[src/rtl/multi_clock_gate_pkg.sv]
// Shared types, default parameters and configuration checks for the
// multi-channel clock-gating controller.
package multi_clock_gate_pkg;

  localparam int unsigned NUM_CH_DEF      = 4;
  localparam int unsigned IDLE_CYCLES_DEF = 4;
  localparam int unsigned CNT_W_DEF       = 8;

  typedef enum logic [1:0] {
    ST_OFF  = 2'd0,
    ST_WAKE = 2'd1,
    ST_ON   = 2'd2,
    ST_HOLD = 2'd3
  } ch_state_e;

  // True when the idle hold-off count is representable in the counter.
  function automatic bit idle_fits(input int unsigned idle, input int unsigned cnt_w);
    if (cnt_w >= 32) return 1'b1;
    return idle < (32'd1 << cnt_w);
  endfunction

  function automatic bit num_ch_ok(input int unsigned n);
    return (n >= 1) && (n <= 32);
  endfunction

endpackage

[src/rtl/icg_cell.sv]
// Integrated clock-gate cell: low-transparent latch followed by an AND.
// Swap this module for a library ICG when targeting a real cell library.
module icg_cell (
  input  logic clk,
  input  logic en,
  input  logic test_en,
  output logic gclk
);

  logic r_lat;

  // Enable only moves while clk is low, so gclk pulses are whole high phases.
  always_latch begin
    if (!clk) r_lat <= en | test_en;
  end

  assign gclk = clk & r_lat;

endmodule

[src/rtl/multi_clock_gate.sv]
// Multi-channel clock-gating controller: per-channel OFF/WAKE/ON/HOLD FSM
// with an idle hold-off counter, driving one icg_cell per channel.
module multi_clock_gate
  import multi_clock_gate_pkg::*;
#(
  parameter int unsigned NUM_CH      = NUM_CH_DEF,
  parameter int unsigned IDLE_CYCLES = IDLE_CYCLES_DEF,
  parameter int unsigned CNT_W       = CNT_W_DEF
) (
  input  logic              clk,
  input  logic              rst,
  input  logic [NUM_CH-1:0] en_req,
  input  logic [NUM_CH-1:0] busy,
  input  logic              test_en,
  output logic [NUM_CH-1:0] gated_clk,
  output logic [NUM_CH-1:0] clk_on
);

  if (!idle_fits(IDLE_CYCLES, CNT_W)) begin : g_bad_cnt_w
    $error("multi_clock_gate: IDLE_CYCLES does not fit in CNT_W bits");
  end

  if (!num_ch_ok(NUM_CH)) begin : g_bad_num_ch
    $error("multi_clock_gate: NUM_CH must be in 1..32");
  end

  for (genvar i = 0; i < int'(NUM_CH); i++) begin : g_ch
    ch_state_e        r_state;
    ch_state_e        w_state_nxt;
    logic [CNT_W-1:0] r_cnt;
    logic [CNT_W-1:0] w_cnt_nxt;
    logic             r_gate_en;
    logic             r_clk_on;

    // Next-state and hold-off counter.
    always_comb begin
      w_state_nxt = r_state;
      w_cnt_nxt   = r_cnt;
      case (r_state)
        ST_OFF: begin
          if (en_req[i]) w_state_nxt = ST_WAKE;
        end
        ST_WAKE: begin
          w_state_nxt = ST_ON;
        end
        ST_ON: begin
          if (!en_req[i] && !busy[i]) begin
            if (IDLE_CYCLES == 0) begin
              w_state_nxt = ST_OFF;
            end else begin
              w_state_nxt = ST_HOLD;
              w_cnt_nxt   = CNT_W'(IDLE_CYCLES - 1);
            end
          end
        end
        ST_HOLD: begin
          if (en_req[i] || busy[i]) begin
            w_state_nxt = ST_ON;
          end else if (r_cnt == '0) begin
            w_state_nxt = ST_OFF;
          end else begin
            w_cnt_nxt = r_cnt - CNT_W'(1);
          end
        end
        default: begin
          w_state_nxt = ST_OFF;
        end
      endcase
    end

    // Gate enable and status are registered from the next state so the
    // latch opens in the low phase right after the request edge.
    always_ff @(posedge clk) begin
      if (rst) begin
        r_state   <= ST_OFF;
        r_cnt     <= '0;
        r_gate_en <= 1'b0;
        r_clk_on  <= 1'b0;
      end else begin
        r_state   <= w_state_nxt;
        r_cnt     <= w_cnt_nxt;
        r_gate_en <= (w_state_nxt != ST_OFF);
        r_clk_on  <= (w_state_nxt == ST_ON) || (w_state_nxt == ST_HOLD);
      end
    end

    assign clk_on[i] = r_clk_on;

    icg_cell u_icg (
      .clk     (clk),
      .en      (r_gate_en),
      .test_en (test_en),
      .gclk    (gated_clk[i])
    );
  end

endmodule

[config.mk]
export PLATFORM = sky130hd
export DESIGN_NAME = multi_clock_gate
export DESIGN_NICKNAME = d
export VERILOG_FILES = /design/src/rtl/multi_clock_gate_pkg.sv /design/src/rtl/icg_cell.sv /design/src/rtl/multi_clock_gate.sv
export SDC_FILE = /design/constraint.sdc
export NUM_CORES = 1
export LEC_CHECK = 0
export ABC_AREA = 0
export BUFFER_PORTS_ARGS = -buffer_cell sky130_fd_sc_hd__buf_2
export CORE_MARGIN = 2
export CORE_UTILIZATION = 30
export CTS_BUF_LIST = sky130_fd_sc_hd__clkbuf_2
export DETAILED_ROUTE_END_ITERATION = 7
export PLACE_DENSITY = 0.56
export RECOVER_POWER = 100
export SLEW_MARGIN = 20
export SYNTH_ARGS = -nofsm -noshare
export SYNTH_HDL_FRONTEND = slang
export SYNTH_HIERARCHICAL = 1
export SYNTH_SLANG_ARGS = --single-unit
[constraint.sdc]
create_clock -name clk -period 1.75 [get_ports clk]
set_input_delay 0 -clock clk [delete_from_list [all_inputs] [get_ports clk]]
set_output_delay 0 -clock clk [all_outputs]
set_load 0.005 [all_outputs]
# After elaboration in Yosys (flattened, before gate mapping)
# Index checks and enable logic that the tools add are counted.
[word_totals]
reg_bits = 48
latch_bits = 4
ram_bits = 0
rom_bits = 0
in_bits = 11
wordCells = 144
mem_count = 0
[op_classes]
addsub = 4
n_mul = 0
n_div = 0
magnitude_cmp = 0
eq_ne = 32
n_shift = 0
mux = 40
n_bitwise = 8
n_reduce_logical = 40
[op_table]
columns = ["operator", "count"]
rows = [
  ["8-bit 2-to-1 mux", 12],
  ["8-bit case mux with 2 select lines", 4],
  ["2-bit == test (second input constant)", 16],
  ["8-bit zero test", 4],
  ["2-bit 2-to-1 mux", 16],
  ["2-bit case mux with 4 select lines", 4],
  ["8-bit by 1-bit subtractor with 8-bit output (second input constant)", 4],
  ["2-bit inequality test (second input constant)", 12],
  ["4-bit AND reduction", 4],
  ["2-bit nonzero test", 8],
  ["2-bit by 1-bit == test with 1-bit output (second input constant)", 4],
  ["1-bit zero test", 8],
  ["2-bit zero test", 4],
  ["1-bit logical OR", 8],
  ["1-bit AND", 4],
  ["1-bit logical AND", 4],
  ["1-bit 2-to-1 mux", 4],
  ["1-bit OR", 4],
]

# Longest topological paths before layout
[logic_depth]
word_depth = 6
ltp_mapped = 6
depth_no_buf = 6

# Modules after synthesis
# Netlist, hierarchy kept.
[modules_own_cells]
columns = ["mod", "n_inst", "cells_each", "area_each_um2", "seq_area_each_um2"]
rows = [
  ["multi_clock_gate", 1, 263, 2298.5, 920.9],
  ["icg_cell", 4, 3, 27.5, 0.0],
]

==> results.md <==
* Status: complete, but fails checks
* Failing checks: negative setup slack
* Worst Path Buf+Inv at 1
* Slew Viols, Final at 0
* DR pass1 iterations at 4
* Largest net degree at the start of global routing at 17
* Reg2reg end: g_ch[3].r_cnt[4]$_SDFFE_PP0P_
* Most common library cells after synthesis: dfxtp_1 (46), nor2_1 (37), nand2_1 (18)
* Mapped Nets at 292
* Pleak at 1.13 nW
* Post-synthesis async set-or-reset flop share at 0
* CP Launch Point: g_ch[1].u_icg/r_lat$_DLATCH_N_
* Die height at 93.6 um
* Clock-pin slew on the worst setup and hold paths at 0.26 ns
* Critical path depth in cells at 2
* FF-to-FF path depth at 6
* Ys Warns at 6
* Hold Path Class: input port to flop
* Yosys reg bits at 50
* Rows at 32
* Max transition margin at 0.632
* Core footprint at 7770 sq um
* Later-pin clock latency in the skew report at 0.51 ns
* Distinct cells, synth at 52
* Unrepaired setup endpoints after global routing: true
* Synth Cell Area at 2410 sq um
* R2r setup slk at 0.02 ns
* Setup Skew at 0.0266 ns
* Max stage delay cell, worst path: dlxtn_1
* Die Span X at 93.6 um
* Post-synth EDFFs at 0
* Worst setup path end: gated_clk[1]
* Placed Area at 2730 sq um
* Routed Antenna Nets at 0
* ANT cells at 0
* Final std cells w/o fill at 428
* Count leader, synth: dfxtp_1
* Register area at 982 sq um
* Cells after DPL at 406
* Setup violators final at 8
* Vias in the first global route at 1980
* Drt wl/cell at 11.6 um
* Routability-driven placement congestion ratio at 0.758
* Worst vdd ir at 331 uV
* CTS tree: built
* CP arrival at 2.00 ns
* Largest area contributor in the netlist: dfxtp_1
* Area of the multi-input gates at 1380 sq um
* GRT Resource Usage Total at 0.121
* CP max FO at 1
* Post-Synthesis Cells at 275
* Crit path max-delay family: latches
* Worst slew pin tran at 0.544 ns
* Vias per cell at 4.92
* Critical-path cell list: and2_1 > buf_2
* CP Capture Type: output port
* Residual DRC at 0
* Initial antenna violation count at 0
* Final Hold Viols at 0
* Power per cell area at 843 nW/um^2
* Critical R2R Launch: g_ch[3].r_cnt[0]$_SDFFE_PP0P_
* Type of origin of the critical path: latch
* Post-detail-place hpwl at 3590 um
* Total Nets Final at 342
* IO buf count at 18
* Fillcell total at 817
* Routed vias at 2106
* Kind of critical path: latch to output port
* I/O Pins at 19
* GRT overflow at 0
* Critical Path Max Stage Delay at 0.45 ns
* First-pass GRT wire length at 8390 um
* Die area at 8760 sq um
* Worst hold stages at 4
* Syn Area/Cell at 8.76 sq um
* Drt initial violations at 59
* MaxCap Viol Count at 0
* Area added between synthesis and finish at 22.2%
* Starting Density at 0.310
* Drt total wl at 4960 um
* Critical path required time at 1.75 ns
* Setup WS post-layout at -0.249 ns
* WHS at 0.260 ns
* Synth top area share at 0.382
* Ys flop type: dfxtp_1
* Post-route cell area at 2940 sq um
* Synth top area cells: dfxtp_1 (38%), nor2_1 (5.8%), mux2i_1 (3.7%), a21oi_1 (3.3%), ha_1 (3.1%)
* Fraction of layout cells with a size suffix above 1 at 0.187
cells in the final DEF, fill, tap and decap left out, types with 3 or more instances in the layout:
| cell type | n |
|---|---|
| nand3b_1 | 4 |
| nand3_1 | 3 |
| nor2_1 | 37 |
| nor3b_1 | 4 |
| a311oi_1 | 4 |
| dlygate4sd3_1 | 10 |
| buf_2 | 15 |
| mux2i_1 | 9 |
| nor4b_1 | 3 |
| dfxtp_1 | 45 |
| xnor2_1 | 3 |
| clkbuf_1 | 10 |
| a211oi_1 | 4 |
| o21ai_0 | 6 |
| a21oi_1 | 15 |
| or3b_1 | 3 |
| nand4_1 | 3 |
| dlxtn_1 | 4 |
| nand2_1 | 18 |
| or3_1 | 10 |
| inv_1 | 11 |
| or2_1 | 5 |
| clkbuf_2 | 10 |
| ha_1 | 6 |
| nor3_1 | 13 |
| nand4b_1 | 3 |
| nor4_1 | 4 |
| buf_4 | 12 |
| and2_1 | 4 |
worst register-to-register path, stage by stage (launching register included):
cell and delay (ns):
dfxtp_1 0.42, inv_1 0.08, ha_1 0.19, nor4b_2 0.19, a31o_4 0.26, or4_4 0.42, mux2i_1 0.15
final cells by class:
cell class                      instances  share of cell area
Tap cell                              102              0.0433
Multi-Input combinational cell        204               0.469
Clock buffer                           14              0.0280
Clock inverter                          2              0.0127
Inverter                               11              0.0140
Sequential cell                        50               0.334
Timing Repair Buffer                   45              0.0994
how the worst min path moves through the flow:
stage / startpoint / endpoint
6_report: en_req[3] / g_ch[3].r_gate_en$_SDFF_PP0_
5_1_grt: en_req[3] / g_ch[3].r_gate_en$_SDFF_PP0_
4_1_cts: en_req[3] / g_ch[3].r_gate_en$_SDFF_PP0_
3_5_place_dp: clk / gated_clk[1]
3_3_place_gp: clk / gated_clk[1]
2_1_floorplan: clk / gated_clk[0]
where the power goes:
| part | leakage [nW] | switching, mW | total, mW | internal, mW |
|---|---|---|---|---|
| logic | 0.633 | 0.180 | 0.346 | 0.167 |
| clock network | 0.0913 | 0.467 | 0.914 | 0.447 |
| registers | 0.409 | 0.0487 | 1.22 | 1.17 |
logic make-up after synthesis:
group                    count (synthesis)  share of synthesized area
AO/OA/AOI/OAI                           48                      0.140
XOR/XNOR                                 5                     0.0182
adder cells (fa/ha/maj)                  6                     0.0312
buffers and inverters                   21                     0.0390
flip-flops                              46                      0.382
latches                                  4                     0.0249
multiplexers                            10                     0.0421
AND/OR/NAND/NOR                        135                      0.322
flip-flops by register name, summed over array words and instances (netlist names):
register,count
g_ch.u_icg/r_lat,4
g_ch.r_cnt,32
g_ch.r_gate_en,4
g_ch.r_state,8
g_ch.r_clk_on,2
stage by stage:
step	setup slack, ns	power (mW)	setup TNS [ns]	util
final	-0.249	2.48	-0.956	0.379
after global routing	-0.316	2.63	-1.76	0.379
after CTS	-0.287	2.49	-1.10	0.377
after detailed placement	0.0215	1.69	0	0.352
after global placement	0.0667	1.68	0	0.352
after floorplan	0.110	1.52	0	-
repair_timing:
action,CTS,global route
gates cloned,0,0
setup endpoints to repair,8,17
setup buffers,0,0
gates resized for setup,2,16
hold endpoints to repair,36,0
hold buffers,10,0
pin swaps,0,1
metal layers:
layer,vias up,global-route usage,part of all wire,wire [um]
li1,1096,-,-,-
met1,950,0.148,0.50,2490
met2,50,0.182,0.43,2120
met3,10,0.0500,0.054,270
met4,0,0.0568,0.016,81
met5,-,0,0,0
Note: power is estimated with default switching activity, not from simulation.
